**src/rtl/mem_access_controller_if.sv**
```systemverilog
// Memory handshake bundle: control-unit MFA/MFC request side plus the byte-wide RAM port.
// MisAlign exists only when MISALIGN_CHECK_EN is defined.
interface mem_access_if #(
   parameter int ADDR_WIDTH = 8
);
   logic                  MFA;
   logic                  RW;
   logic [1:0]            TYPE;
   logic [ADDR_WIDTH-1:0] ADDR;
   logic [31:0]           DataIn;
   logic [31:0]           DataOut;
   logic                  MFC;
   logic [ADDR_WIDTH-1:0] mem_addr;
   logic [7:0]            mem_wdata;
   logic                  mem_we;
   logic [7:0]            mem_rdata;
`ifdef MISALIGN_CHECK_EN
   logic                  MisAlign;
`endif

   modport slave (
      input  MFA, RW, TYPE, ADDR, DataIn, mem_rdata,
`ifdef MISALIGN_CHECK_EN
      output MisAlign,
`endif
      output DataOut, MFC, mem_addr, mem_wdata, mem_we
   );

   modport master (
      output MFA, RW, TYPE, ADDR, DataIn, mem_rdata,
`ifdef MISALIGN_CHECK_EN
      input  MisAlign,
`endif
      input  DataOut, MFC, mem_addr, mem_wdata, mem_we
   );
endinterface

```
**src/rtl/mem_access_controller.sv**
```systemverilog
// Splits word/halfword/byte MFA requests into big-endian single-byte RAM accesses with optional wait states.
// Optional MISALIGN_CHECK_EN rejects unaligned halfword/word requests without touching RAM.
module mem_access_controller #(
   parameter int ADDR_WIDTH  = 8,
   parameter int WAIT_STATES = 0
) (
   input logic        CLK,
   input logic        Reset,
   mem_access_if.slave bus
);
   localparam logic [3:0] WS = 4'(WAIT_STATES);

   typedef enum logic [1:0] {IDLE, ACCESS, DONE} state_t;

   state_t                state_reg, state_next;
   logic [ADDR_WIDTH-1:0] addr_reg;
   logic [1:0]            type_reg;
   logic                  rw_reg;
   logic [31:0]           data_reg;
   logic [31:0]           dout_reg;
   logic [1:0]            idx_reg;
   logic [3:0]            wcnt_reg;
   logic                  mfc_reg;
`ifdef MISALIGN_CHECK_EN
   logic                  misalign_reg;
`endif

   logic       xfer;
   logic       last;
   logic       misaligned;
   logic [1:0] last_idx;
   logic [1:0] lane;

   // Offset k lands in lane N-1-k, so the lowest address carries the most significant byte.
   assign last_idx = (type_reg == 2'b00) ? 2'd0 : (type_reg == 2'b01) ? 2'd1 : 2'd3;
   assign lane     = last_idx - idx_reg;
   assign last     = (idx_reg == last_idx);
   assign xfer     = (state_reg == ACCESS) && (wcnt_reg == WS);

`ifdef MISALIGN_CHECK_EN
   assign misaligned = ((bus.TYPE == 2'b01) && bus.ADDR[0]) ||
                       (bus.TYPE[1] && (bus.ADDR[1:0] != 2'b00));
`else
   assign misaligned = 1'b0;
`endif

   always_comb begin
      state_next = state_reg;
      case (state_reg)
         IDLE:    if (bus.MFA) state_next = misaligned ? DONE : ACCESS;
         ACCESS:  if (xfer && last) state_next = DONE;
         DONE:    if (!bus.MFA) state_next = IDLE;
         default: state_next = IDLE;
      endcase
   end

   always_ff @(posedge CLK or posedge Reset) begin
      if (Reset) begin
         state_reg    <= IDLE;
         addr_reg     <= '0;
         type_reg     <= 2'b00;
         rw_reg       <= 1'b0;
         data_reg     <= 32'h0;
         dout_reg     <= 32'h0;
         idx_reg      <= 2'd0;
         wcnt_reg     <= 4'd0;
         mfc_reg      <= 1'b0;
`ifdef MISALIGN_CHECK_EN
         misalign_reg <= 1'b0;
`endif
      end else begin
         state_reg <= state_next;
         case (state_reg)
            IDLE: begin
               if (bus.MFA) begin
                  addr_reg <= bus.ADDR;
                  type_reg <= bus.TYPE;
                  rw_reg   <= bus.RW;
                  data_reg <= bus.DataIn;
                  idx_reg  <= 2'd0;
                  wcnt_reg <= 4'd0;
                  dout_reg <= 32'h0;
                  if (misaligned) begin
                     mfc_reg      <= 1'b1;
`ifdef MISALIGN_CHECK_EN
                     misalign_reg <= 1'b1;
`endif
                  end
               end
            end
            ACCESS: begin
               if (wcnt_reg != WS) begin
                  wcnt_reg <= wcnt_reg + 4'd1;
               end else begin
                  wcnt_reg <= 4'd0;
                  idx_reg  <= idx_reg + 2'd1;
                  if (!rw_reg) dout_reg[{lane, 3'b000} +: 8] <= bus.mem_rdata;
                  if (last) mfc_reg <= 1'b1;
               end
            end
            DONE: begin
               if (!bus.MFA) begin
                  mfc_reg      <= 1'b0;
`ifdef MISALIGN_CHECK_EN
                  misalign_reg <= 1'b0;
`endif
               end
            end
            default: ;
         endcase
      end
   end

   // RAM port is parked at zero outside ACCESS so nothing moves while idle or done.
   assign bus.mem_addr  = (state_reg == ACCESS) ? addr_reg + ADDR_WIDTH'(idx_reg) : '0;
   assign bus.mem_wdata = (state_reg == ACCESS) ? data_reg[{lane, 3'b000} +: 8] : 8'h00;
   assign bus.mem_we    = xfer && rw_reg;
   assign bus.DataOut   = dout_reg;
   assign bus.MFC       = mfc_reg;
`ifdef MISALIGN_CHECK_EN
   assign bus.MisAlign  = misalign_reg;
`endif
endmodule

```
**src/flat_wrapper.sv**
```systemverilog
// flat-port wrapper written by rule: the top's interface ports become plain ports
module mem_access_controller_flat 
#(
   parameter int ADDR_WIDTH  = 8,
   parameter int WAIT_STATES = 0
)
  (CLK, Reset, bus_MFA, bus_RW, bus_TYPE, bus_ADDR, bus_DataIn, bus_mem_rdata, bus_DataOut, bus_MFC, bus_mem_addr, bus_mem_wdata, bus_mem_we);
  mem_access_if #(.ADDR_WIDTH(ADDR_WIDTH)) bus_i ();
  input logic CLK;
  input logic Reset;
  input wire logic [$bits(bus_i.MFA)-1:0] bus_MFA;
  input wire logic [$bits(bus_i.RW)-1:0] bus_RW;
  input wire logic [$bits(bus_i.TYPE)-1:0] bus_TYPE;
  input wire logic [$bits(bus_i.ADDR)-1:0] bus_ADDR;
  input wire logic [$bits(bus_i.DataIn)-1:0] bus_DataIn;
  input wire logic [$bits(bus_i.mem_rdata)-1:0] bus_mem_rdata;
  output wire logic [$bits(bus_i.DataOut)-1:0] bus_DataOut;
  output wire logic [$bits(bus_i.MFC)-1:0] bus_MFC;
  output wire logic [$bits(bus_i.mem_addr)-1:0] bus_mem_addr;
  output wire logic [$bits(bus_i.mem_wdata)-1:0] bus_mem_wdata;
  output wire logic [$bits(bus_i.mem_we)-1:0] bus_mem_we;
  assign bus_i.MFA = bus_MFA;
  assign bus_i.RW = bus_RW;
  assign bus_i.TYPE = bus_TYPE;
  assign bus_i.ADDR = bus_ADDR;
  assign bus_i.DataIn = bus_DataIn;
  assign bus_i.mem_rdata = bus_mem_rdata;
  assign bus_DataOut = bus_i.DataOut;
  assign bus_MFC = bus_i.MFC;
  assign bus_mem_addr = bus_i.mem_addr;
  assign bus_mem_wdata = bus_i.mem_wdata;
  assign bus_mem_we = bus_i.mem_we;
  mem_access_controller #(.ADDR_WIDTH(ADDR_WIDTH), .WAIT_STATES(WAIT_STATES)) u_core (.CLK(CLK), .Reset(Reset), .bus(bus_i));
endmodule
```
**config.mk**
```make
export PLATFORM = sky130hd
export DESIGN_NAME = mem_access_controller_flat
export DESIGN_NICKNAME = d
export VERILOG_FILES = /design/src/rtl/mem_access_controller_if.sv /design/src/rtl/mem_access_controller.sv /design/src/flat_wrapper.sv
export SDC_FILE = /design/constraint.sdc
export NUM_CORES = 1
export LEC_CHECK = 0
export CAP_MARGIN = 20
export CORE_MARGIN = 5
export CORE_UTILIZATION = 54
export CTS_CLUSTER_SIZE = 16
export DETAILED_ROUTE_END_ITERATION = 8
export HOLD_SLACK_MARGIN = 0.1
export MAX_ROUTING_LAYER = met4
export PLACE_DENSITY = 0.86
export SETUP_SLACK_MARGIN = 0.3
export SLEW_MARGIN = 20
export SYNTH_ARGS = -nofsm -noshare
export SYNTH_HDL_FRONTEND = slang
export SYNTH_SLANG_ARGS = --single-unit
```
**constraint.sdc**
```tcl
create_clock -name CLK -period 5.3 [get_ports CLK]
set_clock_uncertainty 0.2 [all_clocks]
set_input_delay 1.06 -clock CLK [delete_from_list [all_inputs] [get_ports CLK]]
set_output_delay 1.06 -clock CLK [all_outputs]
set_load 0.1 [all_outputs]
```
==> results by stage <==
Die:
- The region available for standard cell placement spans 7767 µm².
- The number of top-level design ports is 104.
- The die boundary height is 99.37 µm.
- The floorplan has 32 rows.
- From left edge to right edge, the die measures 99.37 µm.
- The starting density of the core is 0.5553.
- The die footprint is 9874 µm².

STA:
- For the final routed database, the setup TNS stands at 0 ns.
- Setup violations remaining at the end of the flow were counted as 0.
- Static timing analysis puts the maximum clock frequency at 242.2 MHz.
- Headroom to the max-slew limit came out at 0.3428.
- Final hold analysis gives a worst-case slack of 0.3112 ns.
- The slew at the pin closest to its max-slew limit is 0.9827 ns.
- Setup repair after global routing left no endpoint under its margin.
- The minimum period implied by the final worst setup slack is 4.129 ns.
- The final critical-path share of the clock period is 0.7791.
- The number of hold violations in the final report was 0.
- The number of max-slew violations in the final report came to 0.

Synthesis:
- The number of synthesis warnings is 0.
- The most common cell in the netlist is nand2_1.
- By area the synthesized netlist is led by dfrtp_1 49%, nand2_1 14%, a22o_1 6.7%.
- Counting instances in the post-synthesis netlist gives the leading cell types as 157 x nand2_1, 84 x dfrtp_1, 33 x a22o_1.
- For this run, the leading register cell type out of synthesis is dfrtp_1.
- After synthesis, the netlist uses 41 different library cells.
- The share of synthesized area in the top cell type comes to 0.4874.
- Of the synthesized area, sequential elements account for 0.4874.
- Summed over all instances, the cell type with the most area after synthesis is dfrtp_1.
- The cell area that synthesis handed to floorplanning was 4313 µm².
- The cell count after synthesis is 465.
- The fraction of registers with async set or reset after synthesis is 1.000.
- The synthesized design contains 0 enable-type register cells.
- The average footprint of a synthesized cell is 9.275 µm².
- The number of storage elements in the synthesis netlist is 84.
- Counting every net in the synthesized netlist gives 526.

Clock network:
- The number of buffers created by CTS is 9.
- The root cell of the clock tree is clkbuf_8.
- The number of hold buffers added after CTS was 0.
- The number of setup buffers added after CTS is 0.
- The later pin in the worst-skew pair is clocked with a latency of 0.35 ns.
- Clock-pin slew was measured on the worst setup and hold paths at 0.10 ns.
- The clock passes through at most 2 buffers.
- The number of clock sinks is 84.
- TritonCTS built the clock tree.
- The number of gates resized after cts is 0.
- The level count of the clock H-tree is 3.

Global routing:
- The wire length of the first global-routing pass is 18.83 mm.
- The pin count of the biggest net entering global routing is 58.
- The initial antenna violation count was 0.
- For this run the aggregate overflow at the end of global routing stands at 0.
- In the global route stage, overall resource usage came out at 0.2443.
- The number of global-route vias before repair was 3,924.

Min path:
- The endpoint of the worst hold path is u_core.bus.DataOut[6].
- The worst hold path begins at u_core.bus.DataOut[6].
- The type of the most critical hold path is register to register.
- Counting instances, the worst hold path has a depth of 1.

Setup path:
- The data required time of the worst path is 4.04 ns.
- The maximum cell stage delay along the critical path is 1.13 ns.
- The largest individual stage delay along the critical path comes from the cell clkdlybuf4s50_1.
- The startpoint of the worst-slack reg-to-reg timing path is u_core.idx_reg[0].
- STA puts the critical path data arrival time at 2.87 ns.
- For the worst flop-to-flop path, the logic depth is 7.
- In this run the register-to-register setup slack is 2.03 ns.
- The critical path startpoint category is a register.
- Along the worst path, the maximum fanout reaches 9.
- The worst setup path is captured at an output port.
- The signal on the critical path passes through ha_1, fa_1, and2_1, clkdlybuf4s50_1.
- The endpoint identified for the worst register-to-register timing path is u_core.bus.DataOut[19].
- The class of the most critical setup path is register to output port.

Detailed routing:
- In the routed layout, each cell is associated on average with a via count of 5.888.
- The via total after detailed routing is 3,892.
- The number of violations reported at the end of detailed-routing iteration 0 is 303.
- The residual DRC count is 0.
- The total detailed-routing wirelength is 11.42 mm.
- For this run, the detailed router's first-pass iteration total came to 5.
- The final antenna-violating net count is 0.
- In the final routed layout, each cell accounts on average for 17.28 µm.

Finish:
- The area added between synthesis and finish is 29.18%.
- Fill cells in the final layout number 574.
- 0 antenna diodes ended up in the layout.
- In the final layout, the multi-input gates occupy 2056 µm².
- Of the cells placed in the final design, the portion with a size suffix greater than 1 is 0.08945.
- The sequential cells in the finished layout cover a total of 2102 µm².
- The number of nets in the final layout is 615.

Outcome:
- The run finished with clean final reports.

Placed design:
- At the end of routability-driven placement, the weighted congestion stood at 0.8600.
- Buffers placed on the I/O ports in this run total 103.
- Detailed placement ended at an HPWL of 7.989 mm.

Flow run:
- Across the run, the number of max-cap violations was 0.
[worst max-delay path, delay by kind of cell, from the launching register on]
kind	cells	cell delay [ns]
and+or+nand+nor	1	0.14
DFF	1	0.49
adders and majority gates	2	0.76
buffers and inverters	1	1.13
[metal layers]
metal,GRT usage,share of wire,up-vias
met4,0.08193,0.019,0
met1,0.3000,0.40,1867
met3,0.05259,0.075,23
met5,-,0,-
li1,-,-,1805
met2,0.4024,0.50,197
[cell families after synthesis]
logic type | Yosys count | synth area share
fa+ha+maj | 7 | 0.02205
xor+xnor | 10 | 0.02031
buf+inv | 38 | 0.03742
compound gates | 95 | 0.1793
flops | 84 | 0.4874
simple gates | 231 | 0.2536
[layout make-up]
| type | count | area share |
|---|---|---|
| timing repair buffer | 107 | 0.1837 |
| sequential | 84 | 0.3773 |
| clock buffer | 9 | 0.02223 |
| clock inverter | 7 | 0.01864 |
| inverter | 9 | 0.006288 |
| multi-input combinational | 343 | 0.3690 |
| tap | 102 | 0.02291 |
[worst max path at each step]
| stage | startpoint | end | slack, ns |
|---|---|---|---|
| after CTS | u_core.idx_reg[0] | bus_mem_addr[1] | 1.15 |
| after global placement | u_core.idx_reg[0] | bus_mem_addr[1] | 1.59 |
| after detailed placement | u_core.idx_reg[0] | bus_mem_addr[1] | 1.56 |
| after global routing | u_core.idx_reg[1] | bus_mem_addr[1] | 1.08 |
| after floorplan | u_core.idx_reg[0] | bus_mem_wdata[7] | 1.24 |
| final | u_core.idx_reg[0] | bus_mem_addr[1] | 1.17 |
[through the flow]
| step | instances | cell area [µm²] | setup WS (ns) | utilization |
|---|---|---|---|---|
| floorplan | 465 | 4313 | 1.236 | - |
| global placement | 645 | 5344 | 1.591 | 0.6880 |
| detailed placement | 645 | 5344 | 1.557 | 0.6880 |
| CTS | 661 | 5572 | 1.153 | 0.7173 |
| global route | 661 | 5572 | 1.076 | 0.7173 |
| finish | 661 | 5572 | 1.171 | 0.7173 |
[cells in the final DEF (no fill, tap or decap), types with 3 or more instances in the layout]
cell type,count
nand2_1,157
clkdlybuf4s50_1,88
dfrtp_1,84
a22o_1,33
nand2b_1,21
buf_4,19
a22oi_1,16
a311oi_1,16
nor2_1,11
nor3_1,10
o22ai_1,9
clkbuf_8,9
inv_1,8
o21ai_0,8
and4_1,7
xor2_1,6
nand3_1,6
ha_1,6
xnor2_1,4
inv_6,4
o21ai_2,3
nor2b_1,3
Power is left out: the tool's default activity adds up to more than one toggle a clock period on the data nets, which glitch-free logic cannot reach.
